### src/rtl/param_traffic_controller_if.sv
// param_traffic_controller_if
//   Signal bundle between the intersection controller and its surroundings.
//   master: drives the pedestrian button and vehicle sensor, observes lights.
//   slave : the controller; samples requests, drives lights and walk countdown.
//   walk_button  pedestrian request (level)
//   sensor       side-street vehicle presence (level)
//   main_light   00 RED, 01 YELLOW, 10 GREEN
//   side_light   same encoding
//   walk_light   1 = walk
//   walk_count   walk cycles remaining including the current one, 0 outside WALK
interface param_traffic_controller_if #(
  parameter int CNT_W = 8
);
  logic             walk_button;
  logic             sensor;
  logic [1:0]       main_light;
  logic [1:0]       side_light;
  logic             walk_light;
  logic [CNT_W-1:0] walk_count;

  modport master (
    output walk_button, sensor,
    input  main_light, side_light, walk_light, walk_count
  );

  modport slave (
    input  walk_button, sensor,
    output main_light, side_light, walk_light, walk_count
  );
endinterface

### src/rtl/param_traffic_controller.sv
// param_traffic_controller
//   Two-road intersection controller with pedestrian phase, side-green
//   extension on sensor, all-red clearance after every yellow and a walk
//   countdown. Moore outputs decoded from registered state and phase timer.
// Ports:
//   clk  phase clock, one cycle per tick
//   rst  synchronous active-high reset
//   tc   param_traffic_controller_if.slave (requests in, lights/countdown out)
// Build option:
//   TC_WALK_FLASH_EN  when defined, walk_light toggles during the last FLASH_T
//                     WALK cycles (starting dark); otherwise steady for all of WALK.
//
// state | meaning
// ------+------------------------------------------------
// MG    | main green, side red; holds until a request after minimum green
// MY    | main yellow, side red
// CLR   | all red clearance after either yellow
// WALK  | all red, pedestrians walk
// SG    | side green, main red; extended while sensor stays high
// SY    | side yellow, main red
module param_traffic_controller #(
  parameter int MAIN_GREEN_MIN = 6,
  parameter int YELLOW_T       = 2,
  parameter int CLEAR_T        = 1,
  parameter int SIDE_GREEN_MIN = 4,
  parameter int SIDE_GREEN_MAX = 8,
  parameter int WALK_T         = 5,
  parameter int FLASH_T        = 2,
  parameter int CNT_W          = 8
) (
  input  logic clk,
  input  logic rst,
  param_traffic_controller_if.slave tc
);

  typedef enum logic [2:0] {
    S_MG   = 3'd0,
    S_MY   = 3'd1,
    S_CLR  = 3'd2,
    S_WALK = 3'd3,
    S_SG   = 3'd4,
    S_SY   = 3'd5
  } state_t;

  localparam logic [CNT_W-1:0] MG_LAST     = CNT_W'(MAIN_GREEN_MIN - 1);
  localparam logic [CNT_W-1:0] Y_LAST      = CNT_W'(YELLOW_T - 1);
  localparam logic [CNT_W-1:0] C_LAST      = CNT_W'(CLEAR_T - 1);
  localparam logic [CNT_W-1:0] W_LAST      = CNT_W'(WALK_T - 1);
  localparam logic [CNT_W-1:0] W_LEN       = CNT_W'(WALK_T);
  localparam logic [CNT_W-1:0] SG_MIN_LAST = CNT_W'(SIDE_GREEN_MIN - 1);
  localparam logic [CNT_W-1:0] SG_MAX_LAST = CNT_W'(SIDE_GREEN_MAX - 1);
  localparam logic [CNT_W-1:0] FLASH_LEN   = CNT_W'(FLASH_T);
  localparam bit               FLASH_ODD   = (FLASH_T % 2) == 1;
`ifdef TC_WALK_FLASH_EN
  localparam bit FLASH_EN = 1'b1;
`else
  localparam bit FLASH_EN = 1'b0;
`endif

  state_t           state_q, state_d;
  logic [CNT_W-1:0] timer_q, timer_d;
  logic             walk_req_q, walk_req_d;
  logic             side_req_q, side_req_d;
  logic             clr_from_my_q, clr_from_my_d;
  logic             enter;
  logic [CNT_W-1:0] walk_cnt;
  logic             flash_dark;

  always_ff @(posedge clk) begin
    if (rst) begin
      state_q       <= S_MG;
      timer_q       <= '0;
      walk_req_q    <= 1'b0;
      side_req_q    <= 1'b0;
      clr_from_my_q <= 1'b0;
    end else begin
      state_q       <= state_d;
      timer_q       <= timer_d;
      walk_req_q    <= walk_req_d;
      side_req_q    <= side_req_d;
      clr_from_my_q <= clr_from_my_d;
    end
  end

  always_comb begin
    state_d = state_q;
    case (state_q)
      S_MG: begin
        if (timer_q >= MG_LAST &&
            (walk_req_q || side_req_q || tc.walk_button || tc.sensor))
          state_d = S_MY;
      end
      S_MY: if (timer_q == Y_LAST) state_d = S_CLR;
      S_CLR: begin
        if (timer_q == C_LAST) begin
          if (walk_req_q)                        state_d = S_WALK;
          else if (clr_from_my_q && side_req_q)  state_d = S_SG;
          else                                   state_d = S_MG;
        end
      end
      // vehicles are already red, so WALK hands straight over to SG
      S_WALK: if (timer_q == W_LAST) state_d = side_req_q ? S_SG : S_MG;
      S_SG: begin
        if (timer_q == SG_MAX_LAST ||
            (timer_q >= SG_MIN_LAST && (!tc.sensor || walk_req_q)))
          state_d = S_SY;
      end
      S_SY: if (timer_q == Y_LAST) state_d = S_CLR;
      default: state_d = S_MG;
    endcase

    enter = (state_d != state_q);

    // MG may hold forever, so its timer parks at the minimum-green mark
    if (enter)
      timer_d = '0;
    else if (state_q == S_MG && timer_q >= MG_LAST)
      timer_d = timer_q;
    else
      timer_d = timer_q + CNT_W'(1);

    // set terms include the current cycle so a request on a transition edge is kept
    walk_req_d = (walk_req_q || (tc.walk_button && state_q != S_WALK)) &&
                 !(enter && state_d == S_WALK);
    side_req_d = (side_req_q ||
                  (tc.sensor && (state_q == S_MG || state_q == S_MY || state_q == S_CLR))) &&
                 !(enter && state_d == S_SG);

    clr_from_my_d = clr_from_my_q;
    if (enter && state_d == S_CLR)
      clr_from_my_d = (state_q == S_MY);
  end

  always_comb begin
    walk_cnt = (state_q == S_WALK) ? (W_LEN - timer_q) : '0;
    // flash phase starts dark on its first cycle, so dark when (FLASH_T - count) is even
    flash_dark = FLASH_EN && (state_q == S_WALK) && (walk_cnt <= FLASH_LEN) &&
                 !(walk_cnt[0] ^ FLASH_ODD);

    tc.main_light = 2'b00;
    tc.side_light = 2'b00;
    case (state_q)
      S_MG: tc.main_light = 2'b10;
      S_MY: tc.main_light = 2'b01;
      S_SG: tc.side_light = 2'b10;
      S_SY: tc.side_light = 2'b01;
      default: ;
    endcase
    tc.walk_light = (state_q == S_WALK) && !flash_dark;
    tc.walk_count = walk_cnt;
  end

endmodule
### src/flat_wrapper.sv
// flat-port wrapper written by rule: the top's interface ports become plain ports
module param_traffic_controller_flat 
#(
  parameter int MAIN_GREEN_MIN = 6,
  parameter int YELLOW_T       = 2,
  parameter int CLEAR_T        = 1,
  parameter int SIDE_GREEN_MIN = 4,
  parameter int SIDE_GREEN_MAX = 8,
  parameter int WALK_T         = 5,
  parameter int FLASH_T        = 2,
  parameter int CNT_W          = 8
)
  (clk, rst, tc_walk_button, tc_sensor, tc_main_light, tc_side_light, tc_walk_light, tc_walk_count);
  param_traffic_controller_if #(.CNT_W(CNT_W)) tc_i ();
  input  logic clk;
  input  logic rst;
  input wire logic [$bits(tc_i.walk_button)-1:0] tc_walk_button;
  input wire logic [$bits(tc_i.sensor)-1:0] tc_sensor;
  output wire logic [$bits(tc_i.main_light)-1:0] tc_main_light;
  output wire logic [$bits(tc_i.side_light)-1:0] tc_side_light;
  output wire logic [$bits(tc_i.walk_light)-1:0] tc_walk_light;
  output wire logic [$bits(tc_i.walk_count)-1:0] tc_walk_count;
  assign tc_i.walk_button = tc_walk_button;
  assign tc_i.sensor = tc_sensor;
  assign tc_main_light = tc_i.main_light;
  assign tc_side_light = tc_i.side_light;
  assign tc_walk_light = tc_i.walk_light;
  assign tc_walk_count = tc_i.walk_count;
  param_traffic_controller #(.MAIN_GREEN_MIN(MAIN_GREEN_MIN), .YELLOW_T(YELLOW_T), .CLEAR_T(CLEAR_T), .SIDE_GREEN_MIN(SIDE_GREEN_MIN), .SIDE_GREEN_MAX(SIDE_GREEN_MAX), .WALK_T(WALK_T), .FLASH_T(FLASH_T), .CNT_W(CNT_W)) u_core (.clk(clk), .rst(rst), .tc(tc_i));
endmodule
### config.mk
export PLATFORM = sky130hd
export DESIGN_NAME = param_traffic_controller_flat
export DESIGN_NICKNAME = d
export VERILOG_FILES = /design/src/rtl/param_traffic_controller_if.sv /design/src/rtl/param_traffic_controller.sv /design/src/flat_wrapper.sv
export SDC_FILE = /design/constraint.sdc
export NUM_CORES = 1
export LEC_CHECK = 0
export BUFFER_PORTS_ARGS = -buffer_cell sky130_fd_sc_hd__buf_2
export CAP_MARGIN = 20
export CORE_ASPECT_RATIO = 1.25
export CORE_UTILIZATION = 40
export CTS_BUF_LIST = sky130_fd_sc_hd__clkbuf_16
export CTS_CLUSTER_SIZE = 10
export DETAILED_ROUTE_END_ITERATION = 7
export MAX_ROUTING_LAYER = met4
export PLACE_DENSITY = 0.69
export SLEW_MARGIN = 10
export SYNTH_ARGS = -nofsm -noshare
export SYNTH_HDL_FRONTEND = slang
export SYNTH_SLANG_ARGS = --single-unit
### constraint.sdc
create_clock -name clk -period 2.2 [get_ports clk]
set_clock_uncertainty 0.2 [all_clocks]
set_input_delay 0.33 -clock clk [delete_from_list [all_inputs] [get_ports clk]]
set_output_delay 0.33 -clock clk [all_outputs]
set_load 0.02 [all_outputs]
==> results.sh, run 1 <==
export IMPL_status="complete, no violations"
export IMPL_clk_path_buf_depth=2
export IMPL_synth_top_cell_by_area="dfxtp_1"
export IMPL_vias=1006
export IMPL_post_route_min_period_ps=2190
export IMPL_avgRoutedWirePerCell_um=13.7
export IMPL_rows=20
export IMPL_synth_fp_nets=139
export IMPL_synth_most_common_cell="nor2_1"
export IMPL_hold_start="rst"
export IMPL_clkTransAtPathRegs_ps=50
export IMPL_num_nets_final=166
export IMPL_cap_violations=0
export IMPL_post_place_cells=183
export IMPL_crit_arrival_ps=1660
export IMPL_startpoint_type="flip-flop"
export IMPL_max_vdd_ir_drop_mv=0.590
export IMPL_comb_power_share_pct=41.1
export IMPL_rsz0062_at_grt="true"
export IMPL_cts_max_level=1
export IMPL_switching_share_pct=34.8
export IMPL_cp_required_ps=1670
export IMPL_worstHoldPathCells=2
export IMPL_path_max_fanout=5
export IMPL_switchingPower_uw=384
export IMPL_fp_dieArea_um2=2980
export IMPL_pwr_share_seq_pct=28.1
export IMPL_diodes=0
export IMPL_numCtsBuffers=3
export IMPL_async_flop_share_pct=0
export IMPL_drt_drc_violations_left=0
export IMPL_ys_seq_elements=14
export IMPL_p_leak_nw=0.571
export IMPL_multiInputGateArea_um2=771
export IMPL_ant_nets=0
export IMPL_register_area_um2=285
export IMPL_die_y_um=60.8
export IMPL_grt_pass1_wl_mm=4.36
export IMPL_yosysSeqAreaShare_pct=25.3
export IMPL_hold_buffers=0
export IMPL_synthTopCellsByCount="nor2_1, dfxtp_1, nand2_1, nor3_2, xor2_1"
export IMPL_critPathLaunch="u_core.timer_q[6]$_SDFFE_PP0N_"
export IMPL_rr_worst_depth=6
export IMPL_drive_above_1_share_pct=38.1
export IMPL_rr_startpoint="u_core.timer_q[6]$_SDFFE_PP0N_"
export IMPL_tightest_slew_ps=406
export IMPL_final_setup_viol_count=0
export IMPL_root_buffer="clkbuf_16"
export IMPL_grt_pass1_vias=971
export IMPL_critPathKind="flip-flop to output pin"
export IMPL_wirelength_mm=2.57
export IMPL_die_w_um=49.0
export IMPL_finalHoldWorstSlack_ps=170
export IMPL_hold_class="input pin to flip-flop"
export IMPL_yosysUniqueCellTypes=41
export IMPL_synth_top_cell_area_share_pct=25.3
export IMPL_worst_slew_margin_rel_pct=72.7
export IMPL_stdcell_count=188
export IMPL_fmax_ghz=0.457
export IMPL_r2r_slack_ps=70
export IMPL_powerDensity_nw_per_um2=800
export IMPL_clkPwrFrac_pct=30.7
export IMPL_slew_viol_final=0
export IMPL_p_int_uw=720
export IMPL_portBuffers=16
export IMPL_clk_latency_ps=240
export IMPL_grt_max_degree=13
export IMPL_dp_hpwl_mm=1.97
export IMPL_synthFlopType="dfxtp_1"
export IMPL_drtIter0Drc=12
export IMPL_viasPerCell=5.35
export IMPL_synthTopCellsByArea="dfxtp_1, nor3_2, ha_1"
export IMPL_dr_pass1_iters=5
export IMPL_tritoncts="built"
export IMPL_synth_area_per_cell_um2=8.57
export IMPL_gr_total_overflow=0
export IMPL_final_core_util_pct=54.6
export IMPL_ys_warn_count=0
export IMPL_worstSetupEndpointType="output pin"
export IMPL_cts_sinks=14
export IMPL_ioPinCount=17
export IMPL_core_area_um2=2530
export IMPL_area_growth_pct=24.8
export IMPL_syn_cell_area_um2=1110
export IMPL_synth_enable_flop_cells=0
export IMPL_gp_congestion=0.931
export IMPL_hold_violations=0
export IMPL_grtUsageTotal_pct=20.0
export IMPL_finalCritPeriodShare_pct=99.4
export IMPL_synth_cells=129
export IMPL_initial_utilization_pct=43.8
export IMPL_fillers=248
export IMPL_antenna_found_initial=0
-- state kept, by name (all words and copies together), names as in the netlist --
register / count
u_core.timer_q: 8
u_core.side_req_q: 1
u_core.state_q: 3
u_core.walk_req_q: 1
u_core.clr_from_my_q: 1
-- power by group through the flow --
stage	Combinational, mW	Clock, mW	Sequential [mW]
after detailed placement	0.440	0	0.314
after floorplan	0.300	0	0.319
final	0.454	0.339	0.311
after global placement	0.428	0	0.314
after CTS	0.448	0.340	0.310
after global routing	0.511	0.348	0.313
-- placed cells by master (no fill, tap or decap), types with 2 or more instances in the layout --
cell and count:
nand3_1 6, nor3_2 9, nand2_1 8, buf_4 13, a211oi_1 2, inv_1 6, buf_2 16, a31oi_1 3
clkbuf_16 3, xor2_1 8, nor3_1 2, nor2_1 15, ha_1 6, dfxtp_2 4, a21oi_1 5, nand4_1 2
and2_1 4, a22o_1 2, nor2b_1 3, xnor2_1 4, dfxtp_1 10
-- layer usage --
metal  part of all wire [%]  track usage (%)  wire (um)
met2                     52             39.3       1340
met3                    3.5             2.76         89
met5                      0                -          0
met1                     43             20.4       1110
met4                    1.6             6.72         40
-- layout make-up --
cell class	instances	share of cell area (%)
clock inverters	1	0.272
inverters	7	1.90
multi-input cells	101	55.8
clock buffers	3	5.44
well taps	33	2.99
flip-flops and latches	14	20.7
repair buffers	29	12.9
-- cells by family (layout without fill, tap and decap cells) --
| family | after synthesis | in the layout | synth area share, % |
|---|---|---|---|
| AND/OR/NAND/NOR | 59 | 59 | 33.0 |
| AO/OA/AOI/OAI | 24 | 24 | 18.9 |
| flip-flops | 14 | 14 | 25.3 |
| buffers and inverters | 14 | 40 | 6.45 |
| XOR/XNOR | 12 | 12 | 9.50 |
| adder cells (fa/ha/maj) | 6 | 6 | 6.79 |
-- final timing paths --
kind                                  endpoint
max reg2reg     u_core.timer_q[4]$_SDFFE_PP0N_
min reg2reg  u_core.clr_from_my_q$_SDFFE_PP0P_
max                           tc_walk_count[7]
min               u_core.state_q[1]$_SDFF_PP0_
-- through the flow --
step	power, mW	TNS [ps]	setup WS, ps	instance area, um^2
after floorplan	0.620	0	55.7	1110
after global placement	0.742	0	143	1270
after detailed placement	0.754	0	69.4	1270
after CTS	1.10	-13.5	-13.5	1360
after global routing	1.17	-43.4	-43.4	1380
final	1.10	0	14.1	1380
-- worst max-delay path: stages (launching register included) --
cell and delay [ps]:
dfxtp_2 340, or4_4 580, nor2_2 120, xor2_1 150, nor2_1 50, buf_2 170
-- timing repair --
item,in CTS,in global routing
pin swaps,1,2
setup endpoints to repair,2,7
setup buffers,0,1
gates cloned,0,0
gates resized for setup,4,4
No activity file was read; power rests on OpenSTA's default activity.
==> run 2, diff against run 1 <==
==> constraint.sdc (replaced) <==
create_clock -name clk -period 2.2 [get_ports clk]
set_clock_uncertainty 0.2 [all_clocks]
set_input_delay 0.11 -clock clk [delete_from_list [all_inputs] [get_ports clk]]
set_output_delay 0.11 -clock clk [all_outputs]
set_load 0.02 [all_outputs]
==> run 2 against run 1 <==
Compared with the run above:
- combinational power about the same
- sequential share of layout area decreased by 0.53 points
- first-iteration DRC count increased by 8.3%
- non-clock buffer count increased by 2
- critical path depth increased by 1
- clock power decreased by 1%
- clock-buffer cell count unchanged
- critical endpoint is now u_core.timer_q[3]$_SDFFE_PP0N_
- largest power group unchanged
- highest routed layer unchanged
==> results.sh, run 2 (synthesis results as in run 1) <==
export IMPL_rr_worst_depth=6
export IMPL_grt_pass1_wl_mm=4.30
export IMPL_ioPinCount=17
export IMPL_rows=20
export IMPL_drt_drc_violations_left=0
export IMPL_tritoncts="built"
export IMPL_register_area_um2=280
export IMPL_clk_path_buf_depth=2
export IMPL_comb_power_share_pct=41.1
export IMPL_slew_viol_final=0
export IMPL_root_buffer="clkbuf_16"
export IMPL_powerDensity_nw_per_um2=790
export IMPL_fp_dieArea_um2=2980
export IMPL_p_total_mw=1.10
export IMPL_switchingPower_uw=373
export IMPL_finalCritPeriodShare_pct=95.2
export IMPL_area_growth_pct=25.8
export IMPL_grtUsageTotal_pct=19.4
export IMPL_grt_use_met3_pct=2.01
export IMPL_cts_resized=0
export IMPL_tightest_slew_ps=407
export IMPL_clk_latency_ps=240
export IMPL_pre_cts_slack_ps=77.1
export IMPL_die_w_um=49.0
export IMPL_fmax_ghz=0.478
export IMPL_wirelength_mm=2.47
export IMPL_worst_slew_margin_rel_pct=72.8
export IMPL_tns_ps=0
export IMPL_crit_arrival_ps=2010
export IMPL_clkPwrFrac_pct=30.5
export IMPL_top_register="u_core.timer_q"
export IMPL_hold_violations=0
export IMPL_top_usage_layer="met2"
export IMPL_initial_utilization_pct=43.8
export IMPL_viasPerCell=5.22
export IMPL_p_leak_nw=0.577
export IMPL_multiInputGateArea_um2=754
export IMPL_vias=992
export IMPL_layout_common_cells="nor2_1, buf_2, dfxtp_1"
export IMPL_critPathKind="flip-flop to flip-flop"
export IMPL_die_y_um=60.8
export IMPL_critPathLaunch="u_core.timer_q[6]$_SDFFE_PP0N_"
export IMPL_grt_pass1_vias=1005
export IMPL_core_area_um2=2530
export IMPL_worst_slack_ps=106
export IMPL_design_area_um2=1390
export IMPL_drtIter0Drc=13
export IMPL_stdcell_count=190
export IMPL_worstHoldPathCells=3
export IMPL_final_setup_viol_count=0
export IMPL_num_nets_final=168
export IMPL_status="complete, no violations"
export IMPL_top_regs="u_core.timer_q x8, u_core.state_q x3"
export IMPL_switching_share_pct=34.0
export IMPL_clkTransAtPathRegs_ps=40
export IMPL_worstSetupEndpointType="flip-flop"
export IMPL_diodes=0
export IMPL_cts_sinks=14
export IMPL_portBuffers=16
export IMPL_post_route_min_period_ps=2090
export IMPL_max_vdd_ir_drop_mv=0.585
export IMPL_holdPathEnd="u_core.side_req_q$_SDFF_PP0_"
export IMPL_cts_max_level=1
export IMPL_r2r_end="u_core.timer_q[3]$_SDFFE_PP0N_"
export IMPL_place_area_um2=1270
export IMPL_cap_violations=0
export IMPL_grtUsageMet1_pct=20.4
export IMPL_r2r_slack_ps=110
export IMPL_drive_above_1_share_pct=32.5
export IMPL_p_int_uw=726
export IMPL_grt_max_degree=13
export IMPL_met2_usage_pct=37.5
export IMPL_startpoint_type="flip-flop"
export IMPL_pwr_share_seq_pct=28.4
export IMPL_ant_nets=0
export IMPL_gr_total_overflow=0
export IMPL_dr_pass1_iters=4
export IMPL_cp_required_ps=2120
export IMPL_largest_reg_flops=8
export IMPL_hold_class="input pin to flip-flop"
export IMPL_hold_start="tc_sensor"
export IMPL_rr_startpoint="u_core.timer_q[6]$_SDFFE_PP0N_"
export IMPL_path_max_fanout=8
export IMPL_antenna_found_initial=0
export IMPL_post_place_cells=183
export IMPL_avgRoutedWirePerCell_um=13.0
export IMPL_fillers=235
export IMPL_gp_congestion=0.932
export IMPL_dp_hpwl_mm=1.96
export IMPL_numCtsBuffers=3
-- run 2: critical path: stages, from the launching register on --
cell and delay (ps):
dfxtp_1 360, or4_4 590, nor4b_4 320, a211oi_2 130, o21ai_4 180, buf_12 140, nor3_2 40
-- run 2: how the worst max path moves through the flow --
stage / end / slack, ps / depth (start not counted)
floorplan: u_core.timer_q[0]$_SDFFE_PP0N_ / 60 / 8
global placement: u_core.timer_q[2]$_SDFFE_PP0N_ / 140 / 5
detailed placement: u_core.timer_q[3]$_SDFFE_PP0N_ / 80 / 5
CTS: u_core.timer_q[3]$_SDFFE_PP0N_ / 60 / 5
global route: u_core.timer_q[0]$_SDFFE_PP0N_ / -2 / 6
finish: u_core.timer_q[3]$_SDFFE_PP0N_ / 110 / 6
-- run 2: area by class of cell --
class | instances | area share [%]
clock buffers | 3 | 5.40
clock inverters | 1 | 0.270
inverters | 7 | 1.89
multi-input cells | 101 | 54.2
flip-flops and latches | 14 | 20.1
well taps | 33 | 2.97
repair buffers | 31 | 15.1
-- run 2: what timing repair did --
| item | in CTS | in global routing |
|---|---|---|
| endpoints found under the hold margin | 6 | 0 |
| endpoints found under the setup margin | 0 | 8 |
| hold buffers | 2 | 0 |
| buffers inserted | 0 | 1 |
-- run 2: power groups by stage --
stage / clock network (mW) / logic (mW) / registers, mW
final: 0.335 / 0.452 / 0.312
after global routing: 0.354 / 0.511 / 0.317
after CTS: 0.344 / 0.442 / 0.312
after detailed placement: 0 / 0.437 / 0.316
after global placement: 0 / 0.427 / 0.316
after floorplan: 0 / 0.300 / 0.319
-- run 2: metrics by stage --
| stage | hold slack [ps] | utilization, % |
|---|---|---|
| finish | 21.0 | 55.0 |
| floorplan | 115 | - |
| CTS | 17.4 | 54.3 |
| global placement | 205 | 50.3 |
| global route | 61.5 | 55.0 |
| detailed placement | 202 | 50.3 |
-- run 2: per-layer routing --
| layer | vias to the layer above | wire length (um) |
|---|---|---|
| li1 | 510 | - |
| met1 | 453 | 1060 |
| met2 | 25 | 1290 |
| met3 | 4 | 73 |
| met4 | 0 | 51 |
| met5 | - | 0 |
